$ cat config.mk
export PLATFORM = sky130hd
export DESIGN_NAME = hack_cpu_ctrl
export DESIGN_NICKNAME = d
export VERILOG_FILES = /design/src/rtl/hack_cpu_ctrl.sv
export SDC_FILE = /design/constraint.sdc
export NUM_CORES = 1
export LEC_CHECK = 0
export CAP_MARGIN = 5
export CORE_ASPECT_RATIO = 1.25
export CORE_UTILIZATION = 45
export DETAILED_ROUTE_END_ITERATION = 12
export GPL_ROUTABILITY_DRIVEN = 0
export HOLD_SLACK_MARGIN = 0.05
export PLACE_DENSITY = 0.8
export SLEW_MARGIN = 20
export SYNTH_ARGS = -nofsm -noshare
export SYNTH_HDL_FRONTEND = slang
export SYNTH_SLANG_ARGS = --single-unit
$ cat constraint.sdc
create_clock -name clk -period 2.22 [get_ports clk]
set_input_delay 0.666 -clock clk [delete_from_list [all_inputs] [get_ports clk]]
set_output_delay 0.666 -clock clk [all_outputs]
set_load 0.03 [all_outputs]
$ cat src/rtl/hack_cpu_ctrl.sv
// hack_cpu_ctrl: multi-cycle Hack CPU control core driving an external ALU over req/ack memory ports.
// Optional HACK_CPU_CTRL_RETIRE_CNT_EN adds a 32-bit retired-instruction counter output.
module hack_cpu_ctrl #(
  parameter int PC_W = 15,
  parameter logic [PC_W-1:0] RESET_PC = '0
) (
  input  logic            clk,
  input  logic            rst_n,
  output logic            imem_req,
  output logic [PC_W-1:0] imem_addr,
  input  logic            imem_ack,
  input  logic [15:0]     imem_data,
  output logic            dmem_rd,
  output logic            dmem_wr,
  output logic [14:0]     dmem_addr,
  output logic [15:0]     dmem_wdata,
  input  logic            dmem_ack,
  input  logic [15:0]     dmem_rdata,
  output logic [15:0]     alu_x,
  output logic [15:0]     alu_y,
  output logic            alu_zx,
  output logic            alu_nx,
  output logic            alu_zy,
  output logic            alu_ny,
  output logic            alu_f,
  output logic            alu_no,
  input  logic [15:0]     alu_out,
  output logic [PC_W-1:0] pc,
  output logic [15:0]     a_reg,
  output logic [15:0]     d_reg
`ifdef HACK_CPU_CTRL_RETIRE_CNT_EN
  ,
  output logic [31:0]     retire_cnt
`endif
);
  typedef enum logic [1:0] {FETCH, LOAD, EXEC, STORE} state_t;
  state_t state, state_n;
  logic run, exec, zr, ng, take, unused_bits;
  logic [15:0] ir, m, wdata;
  logic [14:0] old_a;
  logic [PC_W-1:0] pc_inc;
  assign exec = state == EXEC;
  assign {alu_zx, alu_nx, alu_zy, alu_ny, alu_f, alu_no} = exec ? ir[11:6] : 6'b0;
  assign alu_x = d_reg;
  assign alu_y = ir[12] ? m : a_reg;
  assign zr = alu_out == 16'h0;
  assign ng = alu_out[15];
  assign take = (ir[2] & ng) | (ir[1] & zr) | (ir[0] & ~ng & ~zr);
  assign pc_inc = pc + PC_W'(1);
  // run holds requests low for the first cycle so a fetch never rises on reset release
  assign imem_req = run && state == FETCH;
  assign imem_addr = pc;
  assign dmem_rd = state == LOAD;
  assign dmem_wr = state == STORE;
  assign dmem_addr = old_a;
  assign dmem_wdata = wdata;
  assign unused_bits = ^ir[14:13];
  always_comb begin
    state_n = state;
    case (state)
      FETCH: if (run && imem_ack) state_n = (imem_data[15] && imem_data[12]) ? LOAD : EXEC;
      LOAD:  if (dmem_ack) state_n = EXEC;
      EXEC:  state_n = (ir[15] && ir[3]) ? STORE : FETCH;
      STORE: if (dmem_ack) state_n = FETCH;
    endcase
  end
  always_ff @(posedge clk or negedge rst_n) begin
    if (!rst_n) begin
      state <= FETCH;
      run   <= 1'b0;
      pc    <= RESET_PC;
      a_reg <= '0;
      d_reg <= '0;
      ir    <= '0;
      m     <= '0;
      old_a <= '0;
      wdata <= '0;
    end else begin
      state <= state_n;
      run   <= 1'b1;
      if (state == FETCH && run && imem_ack) begin
        ir    <= imem_data;
        old_a <= a_reg[14:0];
      end
      if (state == LOAD && dmem_ack) m <= dmem_rdata;
      if (exec && !ir[15]) begin
        a_reg <= ir;
        pc    <= pc_inc;
      end
      // jump target is A before this instruction's own A write lands
      if (exec && ir[15]) begin
        if (ir[5]) a_reg <= alu_out;
        if (ir[4]) d_reg <= alu_out;
        if (ir[3]) wdata <= alu_out;
        pc <= take ? a_reg[PC_W-1:0] : pc_inc;
      end
    end
  end
`ifdef HACK_CPU_CTRL_RETIRE_CNT_EN
  always_ff @(posedge clk or negedge rst_n) begin
    if (!rst_n) retire_cnt <= '0;
    else if ((exec && !(ir[15] && ir[3])) || (state == STORE && dmem_ack)) retire_cnt <= retire_cnt + 32'd1;
  end
`endif
endmodule

==> results.json, run 1 <==
{
  "grt_pass1_wl_mm": 24.5,
  "critPathKind": "register to primary output",
  "synthFlopType": "dfrtp_1",
  "setup_slack_ns": -0.0276,
  "numCtsBuffers": 17,
  "period_share_pct": 101,
  "yosys_warnings": 0,
  "use_met3_pct": 7.35,
  "yosysTopAreaCell": "dfrtp_1",
  "die_y_um": 123,
  "setup_violations": 4,
  "port_buffers": 185,
  "cts_tree": "done",
  "synth_cells": 429,
  "reg2regPathDepth": 8,
  "ys_async_sr_fraction_pct": 100,
  "hold_ws_ns": 0.186,
  "cp-start-kind": "register",
  "area_delta_synth_final_pct": 53.8,
  "clock_sinks": 113,
  "final.setup.tns_ns": -0.0905,
  "synth_most_common_cell": "dfrtp_1",
  "r2r_start": "state[1]",
  "vdd_drop_max_mv": 1.14,
  "worstMarginPinSlew_ns": 0.608,
  "rows": 43,
  "clockBufferDepth": 2,
  "dieArea_um2": 12200,
  "cpPeakStageDelay_ns": 0.45,
  "yosysSeqAreaShare_pct": 53.6,
  "wl_mm": 16.2,
  "drt-initial-drc-count": 233,
  "hp-class": "primary input to asynchronous set/reset pin",
  "detailedRoute.firstPassIterationCount": 4,
  "synthesis.area_um2": 5280,
  "worstPathArrival_ns": 1.58,
  "endpoint_kind": "primary output",
  "violations": "setup timing",
  "synth.top_cells.by_count": "dfrtp_1 (113), mux2_2 (102), buf_4 (34), o22ai_1 (32), nand2_1 (24)",
  "ios": 186,
  "r2r_slack_ns": 0.11,
  "wl_per_cell_um": 20.5,
  "required_ns": 1.55,
  "finalCriticalPeriod_ns": 2.25,
  "grt_pass1_vias": 4578,
  "drive_above_1_share_pct": 36.3,
  "antenna_found_initial": 0,
  "core_region_area_um2": 11200,
  "rsz0062_at_grt": "true",
  "die_w_um": 98.9,
  "antenna_left": 0,
  "max_cap_violations": 0,
  "finClkSkew_ns": 0.00965,
  "power_density_nw_per_um2": 1720,
  "cts.htree.levels": 4,
  "yosys.area.top_type_share_pct": 53.6,
  "syn-num-nets": 482,
  "hpwl_mm": 11.0,
  "vias": 4430,
  "start_util_pct": 47.0,
  "grt_max_degree": 34,
  "reg2reg_to": "imem_addr[10]",
  "crit_fanout": 7,
  "ys_seq_elements": 113,
  "overflow": 0,
  "antennaDiodeCount": 0,
  "nFillCells": 791,
  "busiest_layer": "met2",
  "maxSlewHeadroom_pct": 59.4,
  "grt_use_total_pct": 27.1,
  "grt_use_met2_pct": 46.1,
  "synth_edf_count": 0,
  "clock.fmax_ghz": 0.445,
  "drcViolationCount": 0,
  "fin_nets": 697,
  "p_leak_nw": 3.65,
  "viasPerCell": 5.60,
  "cts_root_buf": "clkbuf_16",
  "hold_viol_final": 0,
  "drv_slew": 0,
  "use_met1_pct": 32.2,
  "clk_pin_slew_worst_paths_ns": 0.05,
  "crit_slowest_cell": "dfrtp_2",
  "outcome": "complete, but fails checks",
  "cp_cell_sequence": "buf_12 > buf_8 > mux2_4 > buf_6",
  "dpl-instance-area_um2": 7400,
  "synth_area_leaders": "dfrtp_1 (54%), mux2_2 (22%), buf_4 (4.8%)",
  "clock_latency_ns": 0.41,
  "synth.distinct_cells": 39,
  "synth_area_per_cell_um2": 12.3,
  "final_area_um2": 8120
}
[cell usage in the layout, fill, tap and decap left out, types with 6 or more instances in the layout]
cell and instances:
nor2_1 7, dfrtp_1 112, nand2_1 24, clkbuf_16 18, buf_4 54, clkinv_2 6, o22ai_1 32, clkdlybuf4s50_1 109
buf_2 10, mux2_2 99, nand3_1 6, dlymetal6s2s_1 6, and2_1 6, o21ai_0 7, dlygate4sd2_1 44, buf_6 15
a21oi_1 16
[report_power, final]
group	switching (W)	leakage, nW	internal, W
logic	0.00416	2.04	0.00334
clock network	0.000908	0.283	0.00172
registers	0.000817	1.33	0.00303
total	0.00589	3.65	0.00809
[per-layer routing]
layer  vias up  share of wire (%)  wire length [um]
li1       1952                  -                 -
met1      2217                 37              6020
met4         0                3.4               557
met3        44                7.0              1140
met5         -                  0                 0
met2       217                 52              8500
[logic make-up after synthesis]
logic type	synth area share (%)
buffers and inverters	6.80
xor gates and xnor gates	1.49
and+or+nand+nor	7.70
muxes	22.2
other	0.0710
adders and majority gates	0.237
DFF	53.6
AOI/OAI and AO/OA	7.91
[worst max-delay path: cells and delay by family, from the launching register on]
family | cells | cell delay, ns
mux | 1 | 0.30
buf+inv | 3 | 0.43
flops | 1 | 0.45
[worst max-delay path by stage]
stage	from	cells past startpoint	to
floorplan	ir[12]	3	alu_y[0]
global placement	alu_out[7]	8	imem_addr[7]
detailed placement	alu_out[2]	8	imem_addr[10]
CTS	ir[12]	3	alu_y[13]
global route	ir[12]	4	alu_y[6]
finish	ir[12]	4	alu_y[9]
[through the flow]
step                      std cells  total power (W)  utilization [%]  setup WS (ns)
final                           791           0.0140             72.2        -0.0276
after global routing            791           0.0146             72.2        -0.0579
after CTS                       789           0.0139             71.5        -0.0705
after detailed placement        748           0.0113             65.8         -0.605
after global placement          748           0.0112             65.8         -0.574
after floorplan                 429          0.00825                -         0.0426
[cell type report]
class,instances,area (um^2),share of cell area [%]
tap,135,169,2.08
multi-input combinational,259,2160,26.6
inverter,4,15.0,0.185
clock buffer,20,467,5.75
clock inverter,11,113,1.39
timing repair buffer,249,2370,29.2
sequential,113,2830,34.8
[timing repair]
action,CTS,global route
gates resized for setup,147,25
setup buffers,8,1
endpoints found under the hold margin,0,0
pin swaps,6,5
hold buffers,0,0
endpoints found under the setup margin,72,30
gates cloned,2,1
No activity file was read; power rests on OpenSTA's default activity.
==> run 2: changes to the inputs <==
- CORE_ASPECT_RATIO: 1.25 -> 0.5
==> run 2 against run 1 <==
The flow still finishes with violations (setup timing). Sequential share of layout area decreased by 0.13 points. Sequential cell count unchanged. Combinational power decreased by 4.1%. Die area increased by 0.20%. Count of clock-buffer cells in the layout increased by 1. Wire length increased by 4.3%. Hold slack got worse by 0.0036 ns. Clock power increased by 13%. Worst setup slack improved by 0.027 ns. Sequential power increased by 3%. Critical path depth increased by 1. Clock skew about the same. Critical endpoint is now alu_zy. Highest routed layer is now met5.
==> results.json, run 2 (synthesized netlist as in run 1, its figures left out) <==
{
  "hpwl_mm": 11.0,
  "vias": 4452,
  "setup_violations": 1,
  "fin_nets": 690,
  "r2r_start": "state[0]",
  "finClkSkew_ns": 0.00921,
  "stdcell_count": 808,
  "setup_slack_ns": -0.000390,
  "wl_per_cell_um": 20.9,
  "max_cap_violations": 0,
  "viasPerCell": 5.51,
  "cp-start-kind": "register",
  "rows": 27,
  "grt_use_met2_pct": 44.6,
  "final_cell_mix": "dfrtp_1 (112), mux2_2 (102), clkdlybuf4s50_1 (99), dlygate4sd2_1 (51), buf_4 (46)",
  "multiInputGateArea_um2": 2140,
  "drcViolationCount": 0,
  "clk_pin_slew_worst_paths_ns": 0.06,
  "required_ns": 1.55,
  "power_density_nw_per_um2": 1740,
  "drt-initial-drc-count": 340,
  "fin_util_pct": 72.7,
  "period_share_pct": 100,
  "use_met1_pct": 37.9,
  "start_util_pct": 47.1,
  "seq_area_um2": 2830,
  "port_buffers": 185,
  "grt_pass1_vias": 4564,
  "grt_use_total_pct": 28.1,
  "wl_mm": 16.9,
  "rsz0062_at_grt": "true",
  "finalCriticalPeriod_ns": 2.22,
  "grt_pass1_wl_mm": 25.5,
  "grt_max_degree": 33,
  "detailedRoute.firstPassIterationCount": 5,
  "drv_slew": 0,
  "clock.fmax_ghz": 0.450,
  "crit_fanout": 10,
  "antenna_found_initial": 1,
  "path_depth": 5,
  "cp_cell_sequence": "buf_6 > nor2b_4 > buf_12 > and2_1 > buf_6",
  "clock_sinks": 113,
  "vdd_drop_max_mv": 0.802,
  "p_leak_nw": 3.68,
  "outcome": "complete, but fails checks",
  "numCtsBuffers": 17,
  "dieArea_um2": 12200,
  "hold_ws_ns": 0.182,
  "nFillCells": 759,
  "cp.buffers_inverters": 3,
  "cts_tree": "done",
  "maxSlewHeadroom_pct": 61.1,
  "hold_viol_final": 0,
  "hp-class": "primary input to asynchronous set/reset pin",
  "cts.htree.levels": 4,
  "r2r_slack_ns": 0.31,
  "violations": "setup timing",
  "final_common_cell": "dfrtp_1",
  "worstMarginPinSlew_ns": 0.583,
  "endpoint_kind": "primary output",
  "reg2reg_to": "imem_addr[4]",
  "die_w_um": 155,
  "antennaDiodeCount": 0,
  "overflow": 0,
  "reg2regPathDepth": 8,
  "critPathKind": "register to primary output",
  "ios": 186,
  "worstPathArrival_ns": 1.55,
  "crit_top_cell": "buf_6",
  "core_region_area_um2": 11200,
  "drive_above_1_share_pct": 35.0,
  "cpPeakStageDelay_ns": 0.41,
  "use_met3_pct": 6.68,
  "cts_root_buf": "clkbuf_16",
  "cp_top_family": "buffers and inverters",
  "crit_slowest_cell": "dfrtp_1",
  "die_y_um": 78.6,
  "antenna_left": 0,
  "area_delta_synth_final_pct": 54.4,
  "placed_cells": 768,
  "clockBufferDepth": 2,
  "clock_latency_ns": 0.41,
  "final_area_um2": 8150,
  "dpl-instance-area_um2": 7420,
  "busiest_layer": "met2",
  "power_w": 0.0142
}
==> run 2: cell types whose count changed in the layout (fill, tap and decap cells not counted), moves of 3 or more <==
cell and change:
clkinv_2 -4, dlymetal6s2s_1 +5, buf_2 +4, mux2_4 -3
bufinv_16 +3, clkdlybuf4s50_1 -10, buf_4 -8, dlygate4sd2_1 +7
buf_6 -4, mux2_2 +3
==> run 2: layout make-up <==
cell class | instances | share of cell area [%]
Inverter | 4 | 0.184
Clock buffer | 21 | 5.65
Timing Repair Buffer | 242 | 28.5
Tap cell | 159 | 2.44
Multi-Input combinational cell | 259 | 26.3
Sequential cell | 113 | 34.7
Clock inverter | 10 | 2.24
==> run 2: power by group <==
part / internal [W] / switching [W] / leakage [nW]
Combinational: 0.00314 / 0.00406 / 2.04
Sequential: 0.00303 / 0.000942 / 1.33
Clock: 0.00204 / 0.000944 / 0.305
Total: 0.00821 / 0.00594 / 3.68
==> run 2: worst reg2reg max path, stage by stage (launching register included) <==
cell	delay, ns
dfrtp_1	0.41
buf_6	0.15
nor2b_4	0.14
buf_12	0.14
buf_4	0.17
nand2_1	0.13
nor2_4	0.18
buf_6	0.14
mux2_2	0.34
==> run 2: per-stage QoR <==
stage                     setup TNS (ns)  worst slack, ns
after floorplan                        0           0.0426
after global placement             -8.13           -0.619
after detailed placement           -8.55           -0.654
after CTS                        -0.0633          -0.0633
after global routing              -0.123          -0.0580
final                          -0.000390        -0.000390
==> run 2: layer usage <==
metal,up-vias,routed length [um]
li1,1947,-
met1,2257,7200
met2,213,8020
met3,33,1350
met4,2,343
met5,-,9
==> run 2: what timing repair did <==
item / 4_1_cts / 5_1_grt
endpoints found under the setup margin: 70 / 29
hold buffers: 0 / 0
buffers inserted: 3 / 4
pin swaps: 6 / 4
gates resized for setup: 131 / 24
gates cloned: 1 / 1
==> run 2: worst max path at each step <==
stage	to	from
after global placement	imem_addr[4]	alu_out[11]
after CTS	alu_y[10]	ir[12]
after floorplan	alu_y[0]	ir[12]
after detailed placement	imem_addr[6]	alu_out[11]
after global routing	alu_zy	state[0]
final	alu_zy	state[0]
==> run 3: changes to the inputs <==
- CAP_MARGIN: 5 -> 20
==> results of run 3 <==
Final layout, timing and power as in run 2 (identical DEF).
